[src/rtl/fifo_rd_ser_pkg.sv]
// Shared types and defaults for the FIFO read-side serializer.
// Optional word counter is enabled by defining FIFO_RD_SER_CNT_EN.
package fifo_rd_ser_pkg;

    localparam int unsigned DefDataW = 128;
    localparam int unsigned DefOutW  = 32;

    function automatic int unsigned ratio(input int unsigned data_w, input int unsigned out_w);
        return data_w / out_w;
    endfunction

    typedef enum logic {StIdle, StStream} state_e;

    // Beat index for the default geometry; the top derives its own width from its parameters.
    typedef logic [$clog2(DefDataW / DefOutW)-1:0] beat_idx_t;

endpackage

[src/rtl/fifo_rd_ser_wbuf.sv]
// Two-entry word buffer between FIFO read capture and the beat serializer.
module fifo_rd_ser_wbuf
    import fifo_rd_ser_pkg::*;
#(
    parameter int unsigned DATA_W = DefDataW
) (
    input  logic              clk,
    input  logic              rstn,
    input  logic              push_i,
    input  logic [DATA_W-1:0] wdata_i,
    input  logic              pop_i,
    output logic [DATA_W-1:0] head_o,
    output logic [1:0]        count_o
);

    logic [DATA_W-1:0] mem_q [2];
    logic              wr_ptr_q;
    logic              rd_ptr_q;
    logic [1:0]        count_q;
    logic              push_ok;
    logic              pop_ok;

    assign pop_ok  = pop_i && (count_q != 2'd0);
    assign push_ok = push_i && ((count_q != 2'd2) || pop_ok);

    always_ff @(posedge clk) begin
        if (rstn) begin
            mem_q[0] <= '0;
            mem_q[1] <= '0;
            wr_ptr_q <= 1'b0;
            rd_ptr_q <= 1'b0;
            count_q  <= 2'd0;
        end else begin
            if (push_ok) begin
                mem_q[wr_ptr_q] <= wdata_i;
                wr_ptr_q        <= ~wr_ptr_q;
            end
            if (pop_ok) begin
                rd_ptr_q <= ~rd_ptr_q;
            end
            unique case ({push_ok, pop_ok})
                2'b10:   count_q <= count_q + 2'd1;
                2'b01:   count_q <= count_q - 2'd1;
                default: ;
            endcase
        end
    end

    assign head_o  = mem_q[rd_ptr_q];
    assign count_o = count_q;

endmodule

[src/rtl/fifo_rd_serializer.sv]
// Reads 128-bit words from a FIFO and streams them out LSB-first as OUT_W-bit beats.
// Define FIFO_RD_SER_CNT_EN to add the saturating o_word_cnt output.
module fifo_rd_serializer
    import fifo_rd_ser_pkg::*;
#(
    parameter int unsigned DATA_W = DefDataW,
    parameter int unsigned OUT_W  = DefOutW,
    parameter int unsigned RD_LAT = 1
) (
    input  logic              clk,
    input  logic              rstn,
    output logic              o_rden,
    input  logic              i_empty,
    input  logic              i_alm_empty,
    input  logic [DATA_W-1:0] i_rddata,
    output logic              o_valid,
    input  logic              i_ready,
    output logic [OUT_W-1:0]  o_data,
    output logic              o_last,
    output logic              o_busy
`ifdef FIFO_RD_SER_CNT_EN
    ,
    output logic [31:0]       o_word_cnt
`endif
);

    localparam int unsigned RATIO = ratio(DATA_W, OUT_W);
    localparam int unsigned IDX_W = (RATIO > 1) ? $clog2(RATIO) : 1;

    state_e                       state_q;
    logic [IDX_W-1:0]             idx_q;
    logic                         rden_q;
    logic                         rden_d;
    logic [RD_LAT-1:0]            pipe_q;
    logic [RD_LAT-1:0]            pipe_d;
    logic [1:0]                   inflight;
    logic [2:0]                   occ;
    logic [1:0]                   buf_cnt;
    logic [DATA_W-1:0]            head_word;
    logic [RATIO-1:0][OUT_W-1:0]  beats;
    logic                         capture;
    logic                         fire;
    logic                         last_beat;
    logic                         release_w;

    fifo_rd_ser_wbuf #(
        .DATA_W (DATA_W)
    ) u_wbuf (
        .clk     (clk),
        .rstn    (rstn),
        .push_i  (capture),
        .wdata_i (i_rddata),
        .pop_i   (release_w),
        .head_o  (head_word),
        .count_o (buf_cnt)
    );

    assign capture   = pipe_q[RD_LAT-1];
    assign fire      = o_valid && i_ready;
    assign last_beat = (idx_q == IDX_W'(RATIO - 1));
    assign release_w = fire && last_beat;
    assign pipe_d    = RD_LAT'({pipe_q, rden_q});

    always_comb begin
        inflight = 2'd0;
        for (int unsigned i = 0; i < RD_LAT; i++) begin
            inflight = inflight + 2'(pipe_q[i]);
        end
    end

    // The strobe now on the wire already holds a credit, so it counts toward occupancy.
    always_comb begin
        occ    = 3'(buf_cnt) + 3'(inflight) + 3'(rden_q);
        rden_d = !i_empty
              && ((occ < 3'd2) || ((occ == 3'd2) && release_w))
              && !(i_alm_empty && rden_q);
    end

    always_ff @(posedge clk) begin
        if (rstn) begin
            state_q <= StIdle;
            idx_q   <= '0;
            rden_q  <= 1'b0;
            pipe_q  <= '0;
        end else begin
            rden_q <= rden_d;
            pipe_q <= pipe_d;
            unique case (state_q)
                StIdle: begin
                    if (capture) begin
                        state_q <= StStream;
                    end
                end
                StStream: begin
                    if (fire) begin
                        if (last_beat) begin
                            idx_q <= '0;
                            if ((buf_cnt != 2'd2) && !capture) begin
                                state_q <= StIdle;
                            end
                        end else begin
                            idx_q <= idx_q + 1'b1;
                        end
                    end
                end
                default: state_q <= StIdle;
            endcase
        end
    end

    assign beats   = head_word;
    assign o_rden  = rden_q;
    assign o_valid = (state_q == StStream);
    assign o_data  = beats[idx_q];
    assign o_last  = o_valid && last_beat;
    assign o_busy  = (buf_cnt != 2'd0) || (|pipe_q) || rden_q || o_valid;

`ifdef FIFO_RD_SER_CNT_EN
    logic [31:0] word_cnt_q;

    always_ff @(posedge clk) begin
        if (rstn) begin
            word_cnt_q <= '0;
        end else if (release_w && (word_cnt_q != 32'hFFFF_FFFF)) begin
            word_cnt_q <= word_cnt_q + 32'd1;
        end
    end

    assign o_word_cnt = word_cnt_q;
`endif

endmodule

[config.mk]
export PLATFORM = sky130hd
export DESIGN_NAME = fifo_rd_serializer
export DESIGN_NICKNAME = d
export VERILOG_FILES = /design/src/rtl/fifo_rd_ser_pkg.sv /design/src/rtl/fifo_rd_ser_wbuf.sv /design/src/rtl/fifo_rd_serializer.sv
export SDC_FILE = /design/constraint.sdc
export NUM_CORES = 1
export LEC_CHECK = 0
export ABC_CLOCK_PERIOD_IN_PS = 25700
export CAP_MARGIN = 20
export CORE_UTILIZATION = 55
export CTS_CLUSTER_SIZE = 8
export DETAILED_ROUTE_END_ITERATION = 12
export GPL_ROUTABILITY_DRIVEN = 1
export GPL_TIMING_DRIVEN = 0
export PLACE_DENSITY = 0.8
export SYNTH_ARGS = -nofsm -noshare
export SYNTH_HDL_FRONTEND = slang
export SYNTH_SLANG_ARGS = --single-unit
[constraint.sdc]
create_clock -name clk -period 25.7 [get_ports clk]
set_clock_uncertainty 0.15 [all_clocks]
set_input_delay 5.14 -clock clk [delete_from_list [all_inputs] [get_ports clk]]
set_output_delay 5.14 -clock clk [all_outputs]
set_load 0.02 [all_outputs]
==> impl_metrics.prom <==
# TYPE chip_impl_metric gauge
chip_impl_metric{name="timing.reg2reg.worst_path_depth",unit=""} 9
chip_impl_metric{name="netlist_area",unit="µm²"} 11800
chip_impl_metric{name="critical_path.max_fanout",unit=""} 10
chip_impl_metric{name="gr-usage-all-layers",unit="%"} 25.1
chip_impl_metric{name="worst_slew_margin",unit="%"} 38.4
chip_impl_info{name="critPathCaptureType",value="output pin"} 1
chip_impl_metric{name="setup_viol",unit=""} 0
chip_impl_info{name="post_synth_main_area_contributors",value="edfxtp_1 (65%), and2_1 (14%), mux4_2 (12%)"} 1
chip_impl_metric{name="hpwl",unit="µm"} 17500
chip_impl_metric{name="synth_edf_count",unit=""} 256
chip_impl_info{name="tritoncts",value="built"} 1
chip_impl_metric{name="synth_cell_types",unit=""} 32
chip_impl_metric{name="cellPowerDensity",unit="nW/µm²"} 68.2
chip_impl_metric{name="timing.max_cap.violations",unit=""} 0
chip_impl_info{name="post_synth_top_area_cell",value="edfxtp_1"} 1
chip_impl_metric{name="path_buf_inv",unit=""} 3
chip_impl_metric{name="antenna_violations_before_repair",unit=""} 4
chip_impl_info{name="synth-main-ff-cell",value="edfxtp_1"} 1
chip_impl_metric{name="post-place-ws",unit="ns"} 17.32
chip_impl_metric{name="fin_ws",unit="ns"} 17.35
chip_impl_metric{name="synth.yosys.seq_area_share",unit="%"} 66.6
chip_impl_metric{name="clock_insertion_delay_at_the_later_pin_of_the_skew_report",unit="ns"} 0.51
chip_impl_metric{name="finalNonFillerCells",unit=""} 1213
chip_impl_metric{name="post_synth_fa_ha_maj_area_fraction",unit="%"} 0.591
chip_impl_info{name="timing.critical_path.from_type",value="flip-flop"} 1
chip_impl_metric{name="yosys.area_share.xor_xnor",unit="%"} 0.148
chip_impl_info{name="synth_top_family_by_area",value="multiplexers"} 1
chip_impl_metric{name="clk_transition_reported_paths",unit="ns"} 0.05
chip_impl_metric{name="post_route_cells_drive_above_1_share",unit="%"} 18.5
chip_impl_metric{name="min_period",unit="ns"} 8.35
chip_impl_metric{name="timing.hold.ws",unit="ns"} 0.375
chip_impl_metric{name="worstHoldPathCells",unit=""} 2
chip_impl_metric{name="regToRegSetupSlack",unit="ns"} 22.36
chip_impl_info{name="synth_most_common_cell",value="and2_1"} 1
chip_impl_metric{name="max_slew.worst_pin.slew",unit="ns"} 0.922
chip_impl_info{name="critical_path.top_delay_family",value="buffers and inverters"} 1
chip_impl_metric{name="dieWidth",unit="µm"} 149
chip_impl_metric{name="route.detailed.drc",unit=""} 0
chip_impl_metric{name="area_of_all_placed_cells_without_fillers",unit="µm²"} 15100
chip_impl_info{name="setup.worst_path.class",value="reg2out"} 1
chip_impl_metric{name="finalHoldViolations",unit=""} 0
chip_impl_metric{name="critPathArrivalTime",unit="ns"} 3.06
chip_impl_metric{name="synth_compound_area_share",unit="%"} 1.04
chip_impl_metric{name="ys_ff_latch",unit=""} 266
chip_impl_info{name="synth_commonest_cells",value="and2_1 (257), edfxtp_1 (256), mux4_2 (64)"} 1
chip_impl_metric{name="drt_first_pass_iters",unit=""} 4
chip_impl_metric{name="dpl_cell_area",unit="µm²"} 14000
chip_impl_info{name="worst_r2r_endpoint",value="u_wbuf.mem_q[0][121]"} 1
chip_impl_metric{name="grt_pass1_wl",unit="µm"} 40700
chip_impl_metric{name="initial_drc_count",unit=""} 553
chip_impl_metric{name="placed_cells_incl_taps",unit=""} 1163
chip_impl_metric{name="cellLeakagePower",unit="nW"} 5.49
chip_impl_metric{name="post_cts_gate_resize_count",unit=""} 0
chip_impl_metric{name="cts-hold-fix-buffers",unit=""} 0
chip_impl_info{name="rsz0062_at_grt",value="no"} 1
chip_impl_info{name="hold_path_startpoint",value="u_wbuf.rd_ptr_q"} 1
chip_impl_metric{name="chipHeight",unit="µm"} 149
chip_impl_metric{name="finalPower",unit="mW"} 1.03
chip_impl_info{name="worstHoldPathType",value="reg2reg"} 1
chip_impl_metric{name="syn_avg_cell_area",unit="µm²"} 16.6
chip_impl_metric{name="cts.repair_timing.setup_buffer_count",unit=""} 0
chip_impl_metric{name="vdd.ir_drop.worst",unit="mV"} 0.0400
chip_impl_metric{name="fin_tns_setup",unit="ns"} 0
chip_impl_metric{name="tritoncts_buffers",unit=""} 39
chip_impl_metric{name="route.final.wire_length",unit="µm"} 26500
chip_impl_metric{name="grt.overflow.total",unit=""} 0
chip_impl_metric{name="buffers_added_on_ports",unit=""} 168
chip_impl_metric{name="route.detailed.wl_per_inst",unit="µm"} 21.9
chip_impl_metric{name="placement_rows",unit=""} 53
chip_impl_metric{name="core_area",unit="µm²"} 21100
chip_impl_info{name="result_of_the_run",value="finished clean"} 1
chip_impl_metric{name="clock-sinks",unit=""} 266
chip_impl_metric{name="post-synth-top-area-fraction",unit="%"} 64.9
chip_impl_metric{name="finalNetCount",unit=""} 1067
chip_impl_metric{name="post_synth_inst_count",unit=""} 714
chip_impl_metric{name="synth_simple_gate_area_share",unit="%"} 14.4
chip_impl_metric{name="muxShareOfSynthArea",unit="%"} 15.3
chip_impl_metric{name="required",unit="ns"} 20.41
chip_impl_metric{name="postSynth.asyncResetShare",unit="%"} 0
chip_impl_info{name="standard_cell_with_the_maximum_stage_delay_on_the_critical_path",value="buf_1"} 1
chip_impl_metric{name="max-clock-path-buffers",unit=""} 3
chip_impl_metric{name="postLayoutCoreUtil",unit="%"} 71.7
chip_impl_metric{name="gpl.final_weighted_congestion",unit=""} 0.739
chip_impl_metric{name="start_util",unit="%"} 56.2
chip_impl_metric{name="achievable-frequency",unit="MHz"} 120
chip_impl_metric{name="synth_nets",unit=""} 852
chip_impl_metric{name="overall_die_area",unit="µm²"} 22100
chip_impl_info{name="path_cells",value="buf_2, buf_1, mux4_2, mux2_2, clkdlybuf4s50_1"} 1
chip_impl_metric{name="via_per_inst",unit=""} 5.68
chip_impl_metric{name="maxSlewViolCount",unit=""} 0
chip_impl_metric{name="cp_slowest_stage_delay",unit="ns"} 0.60
chip_impl_metric{name="first_global_vias",unit=""} 7314
chip_impl_metric{name="largest_net_degree_at_the_start_of_global_routing",unit=""} 66
chip_impl_metric{name="syn2layout_area_growth",unit="%"} 27.6
chip_impl_metric{name="htreeDepth",unit=""} 2
chip_impl_metric{name="via_count",unit=""} 6892
chip_impl_info{name="crit-reg2reg-launch",value="idx_q[0]"} 1
chip_impl_metric{name="antenna_left",unit=""} 0
chip_impl_metric{name="finalCritPeriodShare",unit="%"} 32.5
chip_impl_metric{name="num_io_pins",unit=""} 169
chip_impl_metric{name="synthesis.yosys.warnings",unit=""} 0
chip_impl_info{name="clockRootBuffer",value="clkbuf_16"} 1
## cell families (layout without fill, tap and decap cells)
logic type                 count (synthesis)  after routing
and+or+nand+nor                          275            275
DFF                                      266            266
muxes                                     97             97
buffers and inverters                     53            276
AOI/OAI and AO/OA                         16             16
adders and majority gates                  5              5
xor gates and xnor gates                   2              2
other                                      0              1
## layout by cell type, fill, tap and decap left out, types with 2 or more instances in the layout
master / synthesis / layout
and2_1: 257 / 257
edfxtp_1: 256 / 256
clkdlybuf4s50_1: 0 / 168
mux4_2: 64 / 64
clkbuf_16: 0 / 41
mux2_2: 32 / 32
clkbuf_1: 22 / 29
clkbuf_2: 13 / 13
dfxtp_1: 10 / 10
buf_2: 9 / 9
inv_1: 6 / 6
a21oi_1: 6 / 6
nor2_1: 6 / 6
buf_16: 0 / 5
nand2_1: 4 / 4
ha_1: 4 / 4
o21ai_0: 3 / 3
nor3_1: 2 / 2
buf_4: 2 / 2
or3_1: 2 / 2
## worst max path at each step
stage | cells after the start | startpoint | slack, ns | to
5_1_grt | 5 | idx_q[0] | 17.24 | o_data[31]
3_5_place_dp | 9 | i_ready | 17.32 | u_wbuf.mem_q[0][26]
2_1_floorplan | 4 | i_ready | 13.46 | u_wbuf.mem_q[0][0]
6_report | 5 | idx_q[0] | 17.35 | o_data[23]
4_1_cts | 5 | idx_q[0] | 17.32 | o_data[31]
3_3_place_gp | 5 | i_ready | 9.32 | u_wbuf.mem_q[0][49]
## final cells by class
cell class | count | area (µm²)
flip-flops and latches | 266 | 7890
fillers | 1375 | 5980
multi-input cells | 395 | 3740
repair buffers | 174 | 1840
clock buffers | 48 | 1050
well taps | 275 | 344
plain buffers | 47 | 211
inverters | 6 | 22.5
clock inverters | 1 | 8.76
diodes | 1 | 2.50
## registers in the layout (all words and copies together) (netlist names), named ones only
| name | flops |
|---|---|
| capture | 1 |
| idx_q | 2 |
| o_rden | 1 |
| o_valid | 1 |
| u_wbuf.count_o | 2 |
| u_wbuf.mem_q | 256 |
| u_wbuf.rd_ptr_q | 1 |
| u_wbuf.wr_ptr_q | 1 |
## worst reg2reg max path: stages (launching register included)
cell	delay, ns
dfxtp_1	0.40
ha_1	0.28
nand3_4	0.16
a21oi_1	0.33
inv_1	0.15
o21bai_4	0.74
buf_16	0.26
buf_16	0.20
buf_16	0.19
buf_16	0.18
## power by group
group	leakage, nW	internal [mW]	switching, mW
registers	2.74	0.497	0.00597
logic	2.24	0.0440	0.0350
clock network	0.518	0.282	0.167
total	5.49	0.822	0.208
## routing by layer
metal  track usage (%)  part of all wire (%)
met2              41.7                    49
met4              7.14                   1.7
met1              33.4                    40
met3              5.72                   8.6
met5                 0                  0.15
Note: power is estimated with default switching activity, not from simulation.
